## config.mk

```make
export PLATFORM = sky130hd
export DESIGN_NAME = rollover_logger
export DESIGN_NICKNAME = d
export VERILOG_FILES = /design/src/rtl/rollover_logger.sv
export SDC_FILE = /design/constraint.sdc
export NUM_CORES = 1
export LEC_CHECK = 0
export BUFFER_PORTS_ARGS = -buffer_cell sky130_fd_sc_hd__buf_2
export CAP_MARGIN = 20
export CORE_MARGIN = 2
export CORE_UTILIZATION = 55
export DETAILED_ROUTE_END_ITERATION = 10
export PLACE_DENSITY = 0.74
export SLEW_MARGIN = 30
export SYNTH_ARGS = -nofsm -noshare
export SYNTH_HDL_FRONTEND = slang
export SYNTH_SLANG_ARGS = --single-unit
export TNS_END_PERCENT = 10
```

## constraint.sdc

```tcl
create_clock -name clk -period 3.4 [get_ports clk]
set_input_delay 0.34 -clock clk [delete_from_list [all_inputs] [get_ports clk]]
set_output_delay 0.34 -clock clk [all_outputs]
set_load 0.01 [all_outputs]
```

## src/rtl/rollover_logger.sv

```systemverilog
// rollover_logger
//   Captures counter wrap events (direction, counter value, timestamp) into a
//   small FIFO for a downstream consumer. Events that find the FIFO full are
//   dropped and counted in sticky/saturating statistics.
//
// Parameters
//   DEPTH  FIFO entries (power of 2, >= 2)
//   TS_W   free-running timestamp width
//
// Ports
//   clk        sole clock, rising edge
//   srst_n     asynchronous active-low reset
//   en         capture enable
//   rollover   wrap indication, level-sampled every cycle
//   up         wrap direction (1 = overflow, 0 = underflow)
//   count      upstream counter value logged with each event
//   out_ready  consumer accepts the head entry
//   clr_ovf    clears ovf and drop_cnt
//   out_valid  head entry present
//   out_dir    head entry direction
//   out_count  head entry counter value
//   out_ts     head entry timestamp
//   fill       occupied entries, 0..DEPTH
//   ovf        sticky: at least one event dropped
//   drop_cnt   dropped events, saturating at 255
module rollover_logger #(
  parameter int DEPTH = 4,
  parameter int TS_W  = 16
) (
  input  logic                     clk,
  input  logic                     srst_n,
  input  logic                     en,
  input  logic                     rollover,
  input  logic                     up,
  input  logic [7:0]               count,
  input  logic                     out_ready,
  input  logic                     clr_ovf,
  output logic                     out_valid,
  output logic                     out_dir,
  output logic [7:0]               out_count,
  output logic [TS_W-1:0]          out_ts,
  output logic [$clog2(DEPTH):0]   fill,
  output logic                     ovf,
  output logic [7:0]               drop_cnt
);

  localparam int AW = $clog2(DEPTH);
  localparam int FW = AW + 1;
  localparam logic [FW-1:0] FULL = FW'(DEPTH);

  logic [TS_W-1:0] ts;
  logic [AW-1:0]   wr_ptr;
  logic [AW-1:0]   rd_ptr;

  logic            mem_dir [DEPTH];
  logic [7:0]      mem_cnt [DEPTH];
  logic [TS_W-1:0] mem_ts  [DEPTH];

  logic evt;
  logic pop;
  logic full;
  logic push;
  logic drop;

  assign evt  = rollover & en;
  assign pop  = (fill != '0) & out_ready;
  assign full = (fill == FULL);
  // A full FIFO still accepts an event when the head leaves in the same cycle.
  assign push = evt & (~full | pop);
  assign drop = evt & full & ~pop;

  always_ff @(posedge clk or negedge srst_n) begin
    if (!srst_n) begin
      ts     <= '0;
      wr_ptr <= '0;
      rd_ptr <= '0;
      fill   <= '0;
    end else begin
      ts <= ts + 1'b1;
      if (push) wr_ptr <= wr_ptr + 1'b1;
      if (pop)  rd_ptr <= rd_ptr + 1'b1;
      case ({push, pop})
        2'b10:   fill <= fill + 1'b1;
        2'b01:   fill <= fill - 1'b1;
        default: fill <= fill;
      endcase
    end
  end

  // Storage needs no reset: fill and the pointers decide what is visible.
  always_ff @(posedge clk) begin
    if (push && srst_n) begin
      mem_dir[wr_ptr] <= up;
      mem_cnt[wr_ptr] <= count;
      mem_ts[wr_ptr]  <= ts;
    end
  end

  // A clear coinciding with a drop keeps that drop as the first new one.
  always_ff @(posedge clk or negedge srst_n) begin
    if (!srst_n) begin
      ovf      <= 1'b0;
      drop_cnt <= '0;
    end else if (clr_ovf) begin
      ovf      <= drop;
      drop_cnt <= drop ? 8'd1 : 8'd0;
    end else if (drop) begin
      ovf <= 1'b1;
      if (drop_cnt != '1) drop_cnt <= drop_cnt + 1'b1;
    end
  end

  always_comb begin
    out_valid = 1'b0;
    out_dir   = 1'b0;
    out_count = '0;
    out_ts    = '0;
    if (fill != '0) begin
      out_valid = 1'b1;
      out_dir   = mem_dir[rd_ptr];
      out_count = mem_cnt[rd_ptr];
      out_ts    = mem_ts[rd_ptr];
    end
  end

endmodule
```

Word level (Yosys, flattened, before mapping)
Memories as Yosys holds them, arrays and structs flattened.
Cells that the tools add are included.
- bits of input ports: 15
- latch bits: 0
- memories: 3
- output and inout port bits: 38
- memory bits (writable): 100
- bits in registers: 32
- word-level logic and storage cells: 46
- ROM bits: 0
- memories (name ; words ; bits a word ; rd ports ; clocked after memory_dff ; write ports ; line ; RTL):
    mem_ts ; 4 ; 16 ; 1 ; 0 ; 1 ; 57 ; logic [TS_W-1:0] mem_ts [DEPTH];
    mem_cnt ; 4 ; 8 ; 1 ; 0 ; 1 ; 56 ; logic [7:0] mem_cnt [DEPTH];
    mem_dir ; 4 ; 1 ; 1 ; 0 ; 1 ; 55 ; logic mem_dir [DEPTH];
- add/sub/neg operators: 6
- equality and inequality tests: 4
- mux-type cells: 13
- bitwise operators: 8
- reductions and logical operators: 6
- div/mod/pow operators: 0
- magnitude comparators: 0
- shift-type cells: 0
- multipliers: 0
- operator list (operator ; count):
    $mux 8 ; 4
    $add 16x1->16 const B ; 1
    $mux 16 ; 1
    $add 8x1->8 const B ; 1
    $ne 8x8->1 const B ; 1
    $mux 1 ; 7
    $pmux 3 s2 ; 1
    $reduce_bool 2->1 ; 3
    $and 1x1->1 ; 5
    $add 2x1->2 const B ; 2
    $add 3x1->3 const B ; 1
    $eq 3x3->1 const B ; 1
    $reduce_bool 3->1 ; 1
    $sub 3x1->3 const B ; 1
    $eq 2x1->1 const B ; 1
    $eq 2x2->1 const B ; 1
    $not 1->1 ; 2
    $reduce_and 2->1 ; 1
    $logic_and 1x1->1 ; 1
    $or 1x1->1 ; 1

Depth between registers and ports, before layout
Gate-level depths: netlist (run 1).
- depth in word-level cells: 7
- mapped depth: 10
- gate-level depth less buffers: 9

Worst setup path after synthesis (run 1)
No wires, ideal clock.
- kind: flip-flop to flip-flop
- start point: reg fill[1]
- end point: reg fill[2]
- path buffers: 1
- required time: 3.321 ns
- slack: 1.051 ns
- cell stages (with the launch flop): 11
- library setup time: 0.079 ns
- arrival: 2.270 ns
- period minus slack after synthesis: 2.349 ns
- path through: dfrtp_1 > nor4b_4 > and2b_2 > clkbuf_1 > inv_1 > ha_1 > inv_1 > fa_1 > xor2_1 > nor2_1 > xor2_1
- cells in the longest elaborated chain, start to end: 6
- elaborated cells on any way between the ends: 12
- classes of those cells: add/sub (2); eq/ne (3); mux (1); bitwise (4); reduce/logical (2)
- RTL lines (element ; line ; RTL):
    from (decl) ; 42 ; output logic [$clog2(DEPTH):0] fill,
    from (signal assigned) ; 83 ; 2'b10: fill <= fill + 1'b1;
    from (signal assigned) ; 84 ; 2'b01: fill <= fill - 1'b1;
    from (signal assigned) ; 85 ; default: fill <= fill;
    $reduce_bool 3->1 or $eq 3x3->1 (tied branches) ; 66, 67 ;
    $and 1x1->1 or $not 1->1 (tied branches) ; 66, 69 ;
    $or 1x1->1 ; 69 ; assign push = evt & (~full | pop);
    $and 1x1->1 ; 69 ;
    $eq 2x1->1 or $eq 2x2->1 (tied branches) ; 82 ; case ({push, pop})
    $pmux 3 s2 or $reduce_bool 2->1 (tied branches) ; -- ;
Several ways; a longest one is shown, not always the timed one.
A chain may end at the register's enable or synchronous reset.

Worst setup path after layout (run 1)
- start point: reg rd_ptr[0]
- end point: out out_ts[2]
- cells in the longest elaborated chain, start to end: 2
- RTL lines (element ; line ; RTL):
    from (decl) ; 53 ; logic [AW-1:0] rd_ptr;
    from (signal assigned) ; 81 ; if (pop) rd_ptr <= rd_ptr + 1'b1;
    $mem_v2 4x16 ; -- ;
    $mux 16 ; 118 ; if (fill != '0) begin
    to (decl) ; 41 ; output logic [TS_W-1:0] out_ts,
No other way between the ends.

==> results of run 1 <==
==> routing by layer <==
| metal | GRT usage, % | wire, um | up-vias | share of wire (%) |
|---|---|---|---|---|
| met4 | 7.38 | 54 | 0 | 0.56 |
| met1 | 26.8 | 4240 | 1476 | 44 |
| li1 | - | - | 1298 | - |
| met5 | 0 | 0 | - | 0 |
| met2 | 34.4 | 4950 | 74 | 51 |
| met3 | 4.75 | 381 | 4 | 4.0 |
==> area by class of cell <==
cell class,instances,area [um2],share of cell area (%)
timing repair buffer,60,323,5.07
clock buffer,17,414,6.50
sequential,132,3800,59.8
tap,129,161,2.53
inverter,12,45.0,0.707
multi-input combinational,151,1440,22.6
clock inverter,15,179,2.81
==> placed cells by master (no fill, tap or decap), types with 3 or more instances in the layout <==
| cell | n |
|---|---|
| a21oi_1 | 4 |
| clkinv_2 | 3 |
| edfxtp_1 | 100 |
| bufinv_16 | 3 |
| xnor2_1 | 11 |
| clkinvlp_4 | 4 |
| inv_1 | 12 |
| xor2_1 | 11 |
| mux4_2 | 25 |
| buf_4 | 7 |
| nor2_1 | 7 |
| o21ai_0 | 6 |
| nand2_1 | 10 |
| ha_1 | 7 |
| nand3_1 | 9 |
| buf_2 | 52 |
| nand4_1 | 4 |
| nor3_1 | 3 |
| and2_1 | 27 |
| inv_6 | 3 |
| dfrtp_1 | 31 |
| and3_1 | 6 |
| clkbuf_16 | 16 |
==> worst reg2reg max path: cells and delay by family (launching register included) <==
family        cells  cell delay (ns)
simple gates      3             1.11
fa+ha+maj         2             0.41
flops             1             0.41
xor+xnor          2             0.29
buf+inv           1             0.08
==> timing repair <==
| action | 4_1_cts | 5_1_grt |
|---|---|---|
| gates resized for setup | 0 | 0 |
| setup endpoints to repair | 0 | 0 |
| hold endpoints to repair | 13 | 0 |
| buffers inserted | 0 | 0 |
| hold buffers | 1 | 0 |
==> stage by stage <==
| stage | cell area [um2] | hold WS (ns) | setup WS [ns] | util (%) | total power, mW |
|---|---|---|---|---|---|
| after floorplan | 5340 | 0.0444 | 1.05 | - | 2.76 |
| after global placement | 5760 | 0.275 | 1.03 | 61.8 | 3.12 |
| after detailed placement | 5760 | 0.290 | 0.960 | 61.8 | 3.15 |
| after CTS | 6370 | 0.0311 | 0.637 | 68.3 | 4.95 |
| after global routing | 6370 | 0.0338 | 0.551 | 68.3 | 5.12 |
| final | 6370 | 0.0543 | 0.708 | 68.3 | 4.88 |
==> flip-flops by register name, summed over array words and instances (netlist names) <==
signal    flops
rd_ptr        2
mem_ts       64
fill          3
ts           16
wr_ptr        2
drop_cnt      8
ovf           1
mem_cnt      32
mem_dir       4
==> cell usage after synthesis, drive strengths merged (2+ instances only) <==
cell      n  area share [%]
edfxtp  100              56
dfrtp    32              15
and2     27             3.2
mux4     25              11
inv      12            0.84
nand2    11            0.82
xnor2    11             1.8
xor2     11             1.8
nand3     9            0.84
ha        7             1.6
nor2      7            0.49
and3      6            0.70
buf       6            0.56
o21ai     6            0.56
clkbuf    5            0.35
a21oi     4            0.38
nand4     4            0.47
nor3      3            0.28
and4      2            0.33
mux2i     2            0.38
nor4      2            0.23
o31ai     2            0.28
or3       2            0.26
or4       2            0.28
==> worst min-delay path by stage <==
stage / startpoint / end / slack, ns
CTS: count[1] / mem_cnt[3][1]$_DFFE_PP_ / 0.03
detailed placement: srst_n / rd_ptr[1]$_DFFE_PN0P_ / 0.29
global placement: srst_n / wr_ptr[1]$_DFFE_PN0P_ / 0.28
global route: count[1] / mem_cnt[3][1]$_DFFE_PP_ / 0.03
finish: count[1] / mem_cnt[0][1]$_DFFE_PP_ / 0.05
floorplan: srst_n / drop_cnt[0]$_DFFE_PN0P_ / 0.04
==> power by group through the flow <==
| stage | clock network (mW) | logic [mW] | registers, mW |
|---|---|---|---|
| 6_report | 1.79 | 1.16 | 1.93 |
| 5_1_grt | 1.89 | 1.29 | 1.95 |
| 3_5_place_dp | 0 | 1.18 | 1.96 |
| 4_1_cts | 1.82 | 1.19 | 1.93 |
| 2_1_floorplan | 0 | 0.837 | 1.92 |
| 3_3_place_gp | 0 | 1.17 | 1.95 |
==> kinds of logic after synthesis <==
family	Yosys count
buf+inv	23
xor+xnor	22
compound gates	15
mux	27
flops	132
fa+ha+maj	8
simple gates	79
==> flow_metrics.py, run 1 <==
metrics = {
    "critical_path": {
        "rrSetupSlack_ns": 0.97,
        "crit_start": "rd_ptr[0]$_DFFE_PN0P_",
        "max_stage_delay_ns": 0.56,
        "cp_data_required_time_ns": 3.06,
        "crit_end": "out_ts[2]",
        "worstSetupEndpointType": "output port",
        "cp_slowest_cell": "mux4_2",
        "cp.depth": 4,
        "reg2regPathDepth": 8,
        "crit_family": "buffers and inverters",
        "critical_path.startpoint_type": "register",
        "path_max_fanout": 19,
        "path_class": "reg2out",
        "timing.rr.end": "fill[2]$_DFFE_PN0P_",
        "crit_chain": "buf_4 > mux4_2 > and2_1 > buf_2",
        "arrival_ns": 2.35,
        "reg2reg_from": "fill[2]$_DFFE_PN0P_",
        "cp_num_buf_inv": 2,
    },
    "clocking": {
        "clock_path_buffers": 2,
        "clk_latency_ns": 0.50,
        "cts_made_buffers": 17,
        "htreeDepth": 4,
        "cts_root_buffer": "clkbuf_8",
        "clock-sinks": 132,
        "cts_tree": "yes",
        "clkTransAtPathRegs_ns": 0.06,
    },
    "layout": {
        "drive_above_1_share_pct": 31.5,
        "area_growth_pct": 19.3,
        "n_antenna_cell": 0,
        "fillerInstances": 580,
        "fin_cells": 516,
        "nets": 397,
    },
    "grt": {
        "grt_pass1_vias": 2895,
        "grt_max_degree": 28,
        "grt_usage_pct": 20.6,
        "antenna_found_initial": 0,
        "overflow": 0,
        "grt_pass1_wl_um": 15600,
    },
    "power_and_ir_drop": {
        "ir_drop_uv": 371,
        "p_clk_share_pct": 36.7,
        "power_density_nw_per_um2": 767,
        "p_leak_nw": 2.44,
        "p_switching_mw": 1.34,
        "switching_share_pct": 27.4,
        "pwr-share-comb_pct": 23.8,
        "pwr-share-seq_pct": 39.5,
        "p_int_mw": 3.55,
    },
    "routing": {
        "vias": 2852,
        "firstDrtPassIters": 4,
        "routed_wl_um": 9630,
        "vias_per_cell": 5.53,
        "wl_per_cell_um": 18.7,
        "ant_nets": 0,
        "drt-initial-drc-count": 141,
        "drc_errors": 0,
    },
    "synthesis": {
        "syn-num-nets": 329,
        "synth_mux_area_share_pct": 10.9,
        "postSynthCellCount": 306,
        "synth_ff_type": "edfxtp_1",
        "syn-cell-area_um2": 5340,
        "syn_area_per_cell_um2": 17.4,
        "synthXorXnorAreaFrac_pct": 3.61,
        "yosys.area_share.simple_pct": 8.72,
        "async_flop_share_pct": 24.2,
        "synth-compound-area-share_pct": 1.71,
        "synth_top_family_by_area": "multiplexers",
        "synth_edf_count": 100,
        "yosysWarnings": 0,
        "yosysSeqAreaShare_pct": 71.3,
        "yosysUniqueCellTypes": 36,
        "synth_fa_ha_area_share_pct": 2.02,
        "ys_ff_latch": 132,
    },
    "sta": {
        "fin_crit_ns": 2.69,
        "finalSetupTns_ns": 0,
        "relSlewSlack_pct": 58.6,
        "finalHoldViolCount": 0,
        "skew_ns": 0.00884,
        "worst_pin_slew_ns": 0.616,
        "setup_viol": 0,
        "fmax_ghz": 0.371,
        "timing.final.max_slew_violations": 0,
        "period_share_pct": 79.2,
        "rsz0062_at_grt": "no",
    },
    "die": {
        "die-area_um2": 10500,
        "die_h_um": 103,
        "die_w_um": 103,
        "rows": 35,
        "start_util_pct": 57.2,
        "core_um2": 9330,
        "ios": 53,
    },
    "place": {
        "globalplace.congestion": 0.810,
        "dp_hpwl_um": 5810,
        "place_inst": 483,
        "port-buffer-count": 52,
    },
    "flow_run": {
        "cap_violations": 0,
    },
    "worst_hold_path": {
        "worstHoldPathCells": 1,
        "hold_path.class": "in2reg",
    },
    "run_status": {
        "outcome": "completed",
    },
}
(Power assumes the default switching activity.)
==> run 2, diff against run 1 <==
Settings changed: ABC_AREA from default to 1.
Clock period 3.4 ns to 2.8 ns, I/O delays scaled along.
==> run 2 against run 1 <==
- clock skew down 0.0032 ns
- critical path depth up 2
- via count up 33%
- combinational power up 60%
- routed wire length up 19%
- clock power up 18%
- worst setup slack worse by 0.37 ns
==> flow_metrics.py, run 2 <==
metrics = {
    "run_status": {
        "outcome": "completed",
    },
    "critical_path": {
        "path_class": "reg2out",
        "cp.depth": 6,
        "path_max_fanout": 24,
        "cp_slowest_cell": "dfrtp_1",
        "cp_num_buf_inv": 2,
        "arrival_ns": 2.18,
        "reg2regPathDepth": 9,
        "critical_path.startpoint_type": "register",
        "worstSetupEndpointType": "output port",
        "max_stage_delay_ns": 0.64,
        "crit_path_frequent_cell": "nor2_1",
        "crit_family": "flip-flops",
        "cp_data_required_time_ns": 2.52,
        "crit_chain": "buf_4 > nor2_1 > nor2_1 > o21ai_0 > a21oi_1 > buf_2",
    },
    "sta": {
        "skew_ns": 0.00565,
        "setup_slack_ns": 0.342,
        "worst_pin_slew_ns": 0.543,
        "rsz0062_at_grt": "no",
        "fin_crit_ns": 2.46,
        "relSlewSlack_pct": 63.8,
        "period_share_pct": 87.8,
        "finalSetupTns_ns": 0,
        "finalHoldViolCount": 0,
        "fin_hold_ws_ns": 0.0707,
        "setup_viol": 0,
        "fmax_ghz": 0.407,
        "timing.final.max_slew_violations": 0,
    },
    "die": {
        "rows": 36,
        "start_util_pct": 56.8,
        "die-area_um2": 10900,
        "die_w_um": 104,
        "core_um2": 9770,
        "die_h_um": 104,
        "ios": 53,
    },
    "power_and_ir_drop": {
        "power_density_nw_per_um2": 949,
        "ir_drop_uv": 458,
        "finalPower_mw": 6.32,
        "p_leak_nw": 2.63,
    },
    "layout": {
        "fillerInstances": 717,
        "final_cell_mix": "nor2_1 (118), edfxtp_1 (100), nand2_1 (54)",
        "post-route-util_pct": 68.1,
        "nets": 597,
        "largest_reg_flops": 64,
        "fin_cells": 720,
        "regMostFlops": "mem_ts",
        "fin_area_um2": 6660,
        "n_antenna_cell": 0,
        "final_common_cell": "nor2_1",
        "drive_above_1_share_pct": 18.6,
        "top_regs": "mem_ts: 64 flops, mem_cnt: 32 flops, ts: 16 flops",
        "area_growth_pct": 19.9,
    },
    "synthesis": {
        "synth_mux_area_share_pct": 0,
        "syn_area_per_cell_um2": 11.1,
        "synth_top_family_by_area": "simple AND/OR/NAND/NOR gates",
        "synth_ff_type": "edfxtp_1",
        "yosysUniqueCellTypes": 27,
        "yosysSeqAreaShare_pct": 68.5,
        "postSynthCellCount": 501,
        "synthTopCellsByCount": "nor2_1 (122), edfxtp_1 (100), nand2_1 (54)",
        "yosysWarnings": 0,
        "ys_ff_latch": 132,
        "syn-cell-area_um2": 5550,
        "ys_top_cells_by_area": "edfxtp_1 (54%), dfrtp_1 (14%), nor2_1 (8.2%), o21ai_0 (4.1%), nand2_1 (3.7%)",
        "synth_edf_count": 100,
        "yosys.cell_count.top_type": "nor2_1",
        "async_flop_share_pct": 24.2,
        "synth_top_area_share_pct": 54.1,
        "syn-num-nets": 524,
        "synthXorXnorAreaFrac_pct": 2.52,
        "yosys.area_share.simple_pct": 14.8,
        "synth_fa_ha_area_share_pct": 1.94,
        "synth_largest_area_cell": "edfxtp_1",
        "synth-compound-area-share_pct": 8.07,
    },
    "clocking": {
        "cts_made_buffers": 17,
        "cts_tree": "yes",
        "post_cts_resized": 0,
        "clock-sinks": 132,
        "htreeDepth": 4,
        "clk_latency_ns": 0.52,
        "clkTransAtPathRegs_ns": 0.06,
        "clock_path_buffers": 2,
        "cts_root_buffer": "clkbuf_8",
    },
    "routing": {
        "firstDrtPassIters": 4,
        "vias_per_cell": 5.27,
        "drt-initial-drc-count": 233,
        "drc_errors": 0,
        "wl_per_cell_um": 15.9,
        "routed_wl_um": 11400,
        "ant_nets": 0,
        "vias": 3797,
    },
    "worst_hold_path": {
        "worstHoldPathCells": 3,
        "hold_path.class": "in2reg",
    },
    "grt": {
        "grt_pass1_vias": 3939,
        "grt_pass1_wl_um": 19000,
        "grt_max_degree": 33,
        "grt_usage_pct": 22.8,
        "antenna_found_initial": 0,
        "overflow": 0,
    },
    "place": {
        "post-place-ws_ns": 0.831,
        "place_inst": 678,
        "globalplace.congestion": 0.843,
        "port-buffer-count": 52,
        "post_dp_cell_area_um2": 5970,
        "dp_hpwl_um": 6940,
    },
    "flow_run": {
        "cap_violations": 0,
    },
}
-- run 2: final timing paths --
check / from / to / slack (ns)
min in group asynchronous: srst_n / wr_ptr[0]$_DFFE_PN0P_ / 0.38
max in group asynchronous: srst_n / drop_cnt[6]$_DFFE_PN0P_ / 2.11
setup / recovery: rd_ptr[0]$_DFFE_PN0P_ / out_ts[15] / 0.34
hold reg to reg: ovf$_DFFE_PN0P_ / ovf$_DFFE_PN0P_ / 0.49
setup reg to reg: fill[1]$_DFFE_PN0P_ / fill[2]$_DFFE_PN0P_ / 0.80
hold / removal: clr_ovf / drop_cnt[0]$_DFFE_PN0P_ / 0.07
-- run 2: cell type report --
class / count / area [um2] / share of cell area [%]
clock buffer: 19 / 464 / 6.97
clock inverter: 13 / 123 / 1.84
inverter: 35 / 131 / 1.97
multi-input combinational: 315 / 1530 / 23.0
sequential: 132 / 3800 / 57.1
tap: 133 / 166 / 2.50
timing repair buffer: 73 / 443 / 6.65
-- run 2: report_power, final --
part	internal [mW]	switching, mW
clock	1.29	0.815
combinational	0.669	1.19
sequential	2.24	0.114
-- run 2: logic make-up after synthesis --
| logic type | after synthesis |
|---|---|
| buffers and inverters | 54 |
| DFF | 132 |
| AOI/OAI and AO/OA | 87 |
| adders and majority gates | 8 |
| xor gates and xnor gates | 16 |
| and+or+nand+nor | 204 |
-- run 2: worst reg2reg max path: stages (launching register included) --
cell	delay, ns
dfrtp_1	0.40
nor2_1	0.20
nand2_1	0.11
nand2_1	0.14
ha_1	0.17
inv_1	0.07
fa_1	0.38
a21oi_1	0.14
o21ai_0	0.11
xor2_1	0.16
-- run 2: what timing repair did --
| item | CTS | global route |
|---|---|---|
| hold buffers | 10 | 0 |
| buffers inserted | 0 | 0 |
| endpoints found under the hold margin | 67 | 0 |
| endpoints found under the setup margin | 0 | 0 |
-- run 2: per-layer routing --
metal  global-route usage (%)  share of wire (%)  vias up
met3                     5.76                5.5       23
met5                        0                  0        -
met4                     11.6                1.5        0
met1                     27.7                 43     1823
met2                     37.7                 50      105
li1                         -                  -     1846
